### src/rtl/hd_xfer_pkg.sv
// Shared types for the HD block mover: FSM states, direction codes, header offset.
// Used by hd_block_transfer (optional checksum stage selected by CHECKSUM_EN).
package hd_xfer_pkg;

   typedef enum logic [2:0] {
      IDLE,
      CHECK,
      HDR,
      XFER,
      CKSUM,
      DONE,
      ERR
   } state_t;

   localparam logic DIR_LOAD = 1'b0;
   localparam logic DIR_SAVE = 1'b1;

   // Payload starts one word after the length header of each block.
   localparam int HDR_OFS = 1;

endpackage

### src/rtl/hd_xfer_addr_gen.sv
// Address generator for the block mover: HD/memory addresses per state and last-word flag.
// The CKSUM address is only reached when the top is built with CHECKSUM_EN.
module hd_xfer_addr_gen
   import hd_xfer_pkg::*;
#(
   parameter int DATA_W = 32,
   parameter int HD_AW  = 32,
   parameter int MEM_AW = 10
) (
   input  state_t            state,
   input  logic [HD_AW-1:0]  base,
   input  logic [DATA_W-1:0] idx,
   input  logic [DATA_W-1:0] len,
   output logic [HD_AW-1:0]  hd_addr,
   output logic [MEM_AW-1:0] mem_addr,
   output logic              last
);

   // Addresses are held at zero outside the states that access a port.
   always_comb begin
      hd_addr  = '0;
      mem_addr = '0;
      case (state)
         HDR:   hd_addr = base;
         XFER: begin
            hd_addr  = base + HD_AW'(HDR_OFS) + HD_AW'(idx);
            mem_addr = idx[MEM_AW-1:0];
         end
         CKSUM: hd_addr = base + HD_AW'(HDR_OFS) + HD_AW'(len);
         default: ;
      endcase
   end

   assign last = (idx == len - DATA_W'(1));

endmodule

### src/rtl/hd_block_transfer.sv
// HD <-> instruction-memory block mover (LOAD/SAVE) with header-length checking.
// Define CHECKSUM_EN to add a trailing XOR checksum word and a CKSUM state.
module hd_block_transfer
   import hd_xfer_pkg::*;
#(
   parameter int DATA_W     = 32,
   parameter int HD_AW      = 32,
   parameter int MEM_AW     = 10,
   parameter int BLOCK_SIZE = 200,
   parameter int NUM_BLOCKS = 20
) (
   input  logic                          clk,
   input  logic                          reset,
   input  logic                          start,
   input  logic                          dir,
   input  logic [$clog2(NUM_BLOCKS)-1:0] block_num,
   input  logic [DATA_W-1:0]             save_len,
   output logic [HD_AW-1:0]              hd_addr,
   input  logic [DATA_W-1:0]             hd_rdata,
   output logic [DATA_W-1:0]             hd_wdata,
   output logic                          hd_we,
   output logic [MEM_AW-1:0]             mem_addr,
   input  logic [DATA_W-1:0]             mem_rdata,
   output logic [DATA_W-1:0]             mem_wdata,
   output logic                          mem_we,
   output logic                          busy,
   output logic                          done,
   output logic                          error,
   output logic [DATA_W-1:0]             word_count
);

   localparam int BN_W = $clog2(NUM_BLOCKS);
`ifdef CHECKSUM_EN
   localparam int MAX_LEN = BLOCK_SIZE - 2;
`else
   localparam int MAX_LEN = BLOCK_SIZE - 1;
`endif

   state_t            state, state_nxt;
   logic              dir_r;
   logic [BN_W-1:0]   blk_r;
   logic [HD_AW-1:0]  base;
   logic [DATA_W-1:0] len;
   logic [DATA_W-1:0] idx;
   logic              last;
`ifdef CHECKSUM_EN
   logic [DATA_W-1:0] cksum;
`endif

   hd_xfer_addr_gen #(
      .DATA_W (DATA_W),
      .HD_AW  (HD_AW),
      .MEM_AW (MEM_AW)
   ) u_addr_gen (
      .state    (state),
      .base     (base),
      .idx      (idx),
      .len      (len),
      .hd_addr  (hd_addr),
      .mem_addr (mem_addr),
      .last     (last)
   );

   // Request parameters are captured once, when start is accepted in IDLE.
   always_ff @(posedge clk or posedge reset) begin
      if (reset) begin
         state      <= IDLE;
         dir_r      <= DIR_LOAD;
         blk_r      <= '0;
         base       <= '0;
         len        <= '0;
         idx        <= '0;
         word_count <= '0;
`ifdef CHECKSUM_EN
         cksum      <= '0;
`endif
      end else begin
         state <= state_nxt;
         case (state)
            IDLE: if (start) begin
               dir_r      <= dir;
               blk_r      <= block_num;
               base       <= HD_AW'(block_num) * HD_AW'(BLOCK_SIZE);
               len        <= (dir == DIR_SAVE) ? save_len : '0;
               idx        <= '0;
               word_count <= '0;
            end
            HDR: begin
               idx <= '0;
               if (dir_r == DIR_LOAD) len <= hd_rdata;
`ifdef CHECKSUM_EN
               cksum <= '0;
`endif
            end
            XFER: begin
               word_count <= idx + DATA_W'(1);
               if (!last) idx <= idx + DATA_W'(1);
`ifdef CHECKSUM_EN
               cksum <= cksum ^ ((dir_r == DIR_SAVE) ? mem_rdata : hd_rdata);
`endif
            end
            default: ;
         endcase
      end
   end

   // Next state and port strobes; everything defaults to idle values.
   always_comb begin
      state_nxt = state;
      hd_wdata  = '0;
      hd_we     = 1'b0;
      mem_wdata = '0;
      mem_we    = 1'b0;
      case (state)
         IDLE:  if (start) state_nxt = CHECK;
         CHECK: begin
            if (({1'b0, blk_r} >= (BN_W+1)'(NUM_BLOCKS)) ||
                ((dir_r == DIR_SAVE) && (len > DATA_W'(MAX_LEN))))
               state_nxt = ERR;
            else
               state_nxt = HDR;
         end
         HDR: begin
            if (dir_r == DIR_LOAD) begin
               if (hd_rdata > DATA_W'(MAX_LEN)) state_nxt = ERR;
               else if (hd_rdata == '0)         state_nxt = DONE;
               else                             state_nxt = XFER;
            end else begin
               hd_wdata  = len;
               hd_we     = 1'b1;
               state_nxt = (len == '0) ? DONE : XFER;
            end
         end
         XFER: begin
            if (dir_r == DIR_LOAD) begin
               mem_we    = 1'b1;
               mem_wdata = hd_rdata;
            end else begin
               hd_we    = 1'b1;
               hd_wdata = mem_rdata;
            end
`ifdef CHECKSUM_EN
            if (last) state_nxt = CKSUM;
`else
            if (last) state_nxt = DONE;
`endif
         end
`ifdef CHECKSUM_EN
         CKSUM: begin
            if (dir_r == DIR_LOAD) begin
               state_nxt = (hd_rdata != cksum) ? ERR : DONE;
            end else begin
               hd_we     = 1'b1;
               hd_wdata  = cksum;
               state_nxt = DONE;
            end
         end
`endif
         DONE:    state_nxt = IDLE;
         ERR:     state_nxt = IDLE;
         default: state_nxt = IDLE;
      endcase
   end

   assign busy  = (state == CHECK) || (state == HDR) || (state == XFER) || (state == CKSUM);
   assign done  = (state == DONE);
   assign error = (state == ERR);

endmodule

### config.mk
export PLATFORM = sky130hd
export DESIGN_NAME = hd_block_transfer
export DESIGN_NICKNAME = d
export VERILOG_FILES = /design/src/rtl/hd_xfer_pkg.sv /design/src/rtl/hd_xfer_addr_gen.sv /design/src/rtl/hd_block_transfer.sv
export SDC_FILE = /design/constraint.sdc
export NUM_CORES = 1
export LEC_CHECK = 0
export BUFFER_PORTS_ARGS = -buffer_cell sky130_fd_sc_hd__buf_2
export CAP_MARGIN = 15
export CORE_AREA = 2 2 180 182
export DETAILED_ROUTE_END_ITERATION = 8
export DIE_AREA = 0 0 182 184
export GPL_TIMING_DRIVEN = 0
export PLACE_DENSITY = 0.63
export SYNTH_ARGS = -nofsm -noshare
export SYNTH_HDL_FRONTEND = slang
export SYNTH_HIERARCHICAL = 1
export SYNTH_SLANG_ARGS = --single-unit
### constraint.sdc
create_clock -name clk -period 5 [get_ports clk]
set_clock_uncertainty 0.15 [all_clocks]
set_input_delay 0.5 -clock clk [delete_from_list [all_inputs] [get_ports clk]]
set_output_delay 0.5 -clock clk [all_outputs]
set_load 0.01 [all_outputs]
# == Yosys cells after proc, flatten, opt, wreduce, memory -nomap -nowiden ==
# Index checks and enable logic that the tools add are counted.
# totals
inputBits,105
out_inout_bits,143
wordCells,71
regBits,115
# classes
mul,1
n_eq_ne,11
n_mux,27
n_reduce_logical,17
magnitude_cmp,3
addsub,5
# op_table
operator,n
32-bit 2-to-1 mux,9
32-bit one-hot mux with 2 select lines,3
32-bit one-hot mux with 3 select lines,2
32-bit by 8-bit greater-than comparator with 1-bit output (second input constant),2
32-bit logical NOT,2
14-bit by 32-bit adder with 32-bit output,1
32-bit by 1-bit adder with 32-bit output (second input constant),1
32-bit adder,1
32-bit == test,1
32-bit by 1-bit subtractor with 32-bit output (second input constant),1
3-bit 2-to-1 mux,7
13-bit by 1-bit adder with 14-bit output (second input constant),1
3-bit one-hot mux with 4 select lines,1
5-bit by 5-bit multiplier with 10-bit output (second input constant),1
10-bit 2-to-1 mux,1
3-bit == test (second input constant),3
2-bit inequality test (second input constant),4
3-bit by 2-bit == test with 1-bit output (second input constant),2
2-bit AND reduction,3
3-bit AND reduction,2
5-bit >= comparator (second input constant),1
1-bit logical OR,4
1-bit 2-to-1 mux,4
2-bit nonzero test,2
other kinds (5),5

# == Depth between registers and ports, before layout ==
# logic_depth
ltp_word,5
mapped_depth,16

# == By module ==
# The synthesis kept the hierarchy.
# by_module_without_submodules
module,area_each_um2,cells_each,seq_area_each_um2,instances
hd_block_transfer,6766.5,788,2802.7,1
hd_xfer_addr_gen,4142.7,593,0.0,1

# == Worst setup path after synthesis ==
# Ideal clock, no wire load.
# synth_timing
path_kind,register -> output
startpoint,register state[0]
endpoint,output hd_addr[24]
path_slack_ns,0.334
arrival_time_ns,4.016
path_stages_with_launch,14
required_time_ns,4.350
n_path_buf,1
cell_sequence,dfrtp_1 -> nor3b_2 -> clkbuf_1 -> mux2_2 -> ha_1 -> fa_1 -> a211oi_2 -> o21bai_1 -> o21a_1 -> a221o_1 -> a21bo_2 -> a21o_1 -> a211o_1 -> a32o_1
# synth_between
elab_chain_cells,2
# synth_lines
element,line_no,text
from (decl),hd_block_transfer.sv:39,"state_t state, state_nxt;"
from (signal assigned),hd_block_transfer.sv:78,state <= state_nxt;
3-bit == test or 3-bit by 2-bit == test with 1-bit output (tied branches),hd_xfer_addr_gen.sv:23,case (state)
32-bit one-hot mux with 3 select lines (*),hd_xfer_addr_gen.sv:23,
to (decl),hd_block_transfer.sv:18,"output logic [HD_AW-1:0] hd_addr,"
# Every way passes the cells marked *; elsewhere a longest branch is shown, timed or not.

# == Final worst setup path ==
# layout_timing
startpoint,register state[1]
endpoint,output hd_addr[29]
# The elaborated chain is that of the path after synthesis.

==> metrics.yaml <==
setup_path:
  crit_arrival_ns: 4.22
  slowest_stage: "dfrtp_2"
  ff2ff_setup_slack_ns: 0.31
  crit_required_ns: 4.35
  cp_slowest_stage_delay_ns: 0.45
  worst_setup_path_start_kind: "flip-flop"
  end_kind: "primary output"
  critical_path_class: "reg2out"
  crit_fanout: 10
  crit_chain: "nor3b_4, clkbuf_8, mux2_2, ha_1, o211ai_1, o21a_1, a21oi_1, a21boi_0, o211ai_1, nand3_1, o2111a_1, a221o_1, buf_2"
  cp_common_cell: "o211ai_1"
synthesis:
  synthTopCellsByArea: "dfrtp_1 26%, o21ai_0 6.2%, nand2_1 6.2%"
  synth_top_cell_by_area: "dfrtp_1"
  synth-edff-count: 0
  yosysTopAreaCellShare_pct: 25.69
  ys_ff_latch: 112
  synth_area_um2: 10910
  ys_seq_area_share_pct: 25.69
  syn_avg_cell_area_um2: 7.900
  synthFlopType: "dfrtp_1"
  async_flop_share_pct: 100.0
  ys_types: 85
  yosys_warnings: 6
  syn_inst: 1381
place:
  place_area_um2: 13040
  place_congestion: 0.9758
  portBuffers: 247
  dpl.hpwl_um: 32920
  detailedPlace.worstSlack_ns: -0.3087
status:
  status: "finished, final reports clean"
timing:
  fmax_ghz: 0.2052
  setup_slack_ns: 0.1264
  drv_slew: 0
  tightest_slew_ns: 0.8330
  hold_violations: 0
  period_share_pct: 97.47
  relSlewSlack_pct: 44.35
  setup_violations: 0
  whs_ns: 0.05869
  fin_crit_ns: 4.874
cts:
  holdBufCountCts: 0
  clock-sinks: 112
  cts_buffers: 9
  clkLatencyLatePin_ns: 0.37
  cts_tree: "yes"
  h-tree-depth: 3
  cts_max_path_buffers: 2
  clkTransAtPathRegs_ns: 0.09
  clock-root-buffer: "clkbuf_16"
power_and_ir_drop:
  p_per_area_nw_per_um2: 404.2
  cellLeakagePower_nw: 6.470
  ir_drop_uv: 220.7
  power.total_w: 0.005469
floorplan:
  start_util_pct: 34.75
  dieArea_um2: 33490
  die_x_um: 182
  die_h_um: 184
  ios: 248
  num_rows: 65
  core_um2: 31390
finish:
  layout-area-overhead-vs-synth_pct: 24.04
  finish.instance_area_um2: 13530
  drive_above_1_share_pct: 21.99
  post-route-util_pct: 43.10
  nNetsFinal: 1904
worst_hold_path:
  hold_path.class: "in2async"
routing:
  viasPerCell: 5.567
  remaining_drc_errors: 0
  final_antenna_net_count: 0
  wl_per_cell_um: 19.31
  drt_pass1_iterations: 6
  totalWireLength_um: 41600
  first_iter_violations: 1268
  dr_total_vias: 11990
global_route:
  grt_pass1_wl_um: 64480
  grt_usage_pct: 24.47
  grt-ovfl-total: 0
  grt_max_degree: 63
  antenna_found_initial: 2
  grt_pass1_vias: 11050
flow_run:
  drv_cap: 0
-- metal layers --
| metal | GRT usage (%) | vias to the layer above | wire length [um] |
|---|---|---|---|
| met5 | 0 | - | 0 |
| met4 | 7.065 | 0 | 1095 |
| met3 | 3.110 | 79 | 3057 |
| met2 | 38.76 | 512 | 18680 |
| met1 | 34.84 | 5759 | 18760 |
| li1 | - | 5642 | - |
-- worst max-delay path: cells and delay by family, from the launching register on --
kind,cells,cell delay [ns]
mux,1,0.39
flops,1,0.45
buf+inv,2,0.38
fa+ha+maj,1,0.36
compound gates,7,1.75
simple gates,2,0.52
-- what timing repair did --
item                                    in CTS  in global routing
pin swaps                                    5                 13
endpoints found under the setup margin      17                 36
buffers inserted                             6                  6
gates resized for setup                     12                 17
-- cells in the mapped netlist, types with 8 or more instances --
cell type / number
inv_1: 18
nand2b_1: 8
o211ai_1: 10
and4_1: 13
nor2_1: 53
xor2_1: 50
a31oi_1: 17
o21ai_0: 136
a22oi_1: 33
nand4_1: 22
and3_1: 50
o31ai_1: 21
a21o_1: 20
clkbuf_1: 61
or3_1: 10
buf_2: 18
nor2b_1: 37
and2_1: 48
xnor2_1: 77
nand3_1: 54
mux2_2: 31
nor3_1: 19
ha_1: 51
dfrtp_1: 112
nor4_1: 24
nand2_1: 181
a21oi_1: 76
-- cells in the final DEF, fill, tap and decap left out, types with 9 or more instances in the layout --
cell,instances
dfrtp_1,110
o31ai_1,21
clkbuf_1,58
conb_1,96
ha_1,50
nand2_1,181
o211ai_1,10
xor2_1,50
or3_1,10
xnor2_1,77
nor4_1,24
inv_1,17
nand3_1,54
clkbuf_16,9
nor2_1,53
mux2_2,30
nor3_1,19
nand4_1,22
a31oi_1,17
o21ai_0,135
and3_1,49
buf_4,11
a21o_1,20
nor2b_1,37
and2_1,48
buf_2,263
and4_1,13
a21oi_1,76
a22oi_1,33
-- report_power, final --
part	switching, W	internal [W]
Clock	0.000399	0.000360
Sequential	0.000472	0.00107
Combinational	0.00195	0.00122
Total	0.00282	0.00265
-- kinds of logic (layout without fill, tap and decap cells) --
kind of cell | count (synthesis) | after routing | synth area share [%]
adders and majority gates | 53 | 53 | 6.216
xor gates and xnor gates | 127 | 127 | 10.20
DFF | 112 | 112 | 25.69
buffers and inverters | 105 | 380 | 4.289
muxes | 36 | 36 | 3.659
other | 1 | 97 | 0.03437
and+or+nand+nor | 566 | 566 | 28.15
AOI/OAI and AO/OA | 381 | 381 | 21.77
-- state kept, by name, indices dropped and copies added, names as in the netlist --
register	flops
idx	32
len	32
word_count	32
base	7
blk_r	5
state	3
dir_r	1
-- layout make-up --
type                       instances  area [um2]
timing repair buffer             260        1370
buffer                            86       410.4
antenna                            1       2.502
fill                            3274       17860
tap                              402       503.0
multi-input combinational       1259        8060
clock buffer                       9       225.2
sequential                       112        2805
inverter                          18       70.07
clock inverter                     7       85.08
-- per-stage QoR --
| stage | cells | TNS (ns) |
|---|---|---|
| detailed placement | 2126 | -0.7702 |
| floorplan | 1476 | 0 |
| CTS | 2148 | 0 |
| global route | 2153 | -0.03736 |
| finish | 2154 | 0 |
| global placement | 2125 | -0.5314 |
-- worst paths after layout --
path                                              to  depth (start not counted)                      start
setup reg to reg                 idx[23]$_DFFE_PP0P_                         15         len[0]$_DFFE_PP0P_
min in group clk                blk_r[2]$_DFFE_PP0P_                          3               block_num[2]
setup / recovery                         hd_addr[29]                         13       state[1]$_DFFE_PP0P_
hold reg to reg            word_count[8]$_DFFE_PP0P_                          2  word_count[8]$_DFFE_PP0P_
hold / removal                    len[6]$_DFFE_PP0P_                          2                      reset
max in group asynchronous        idx[10]$_DFFE_PP0P_                          3                      reset
(Power assumes the default switching activity.)
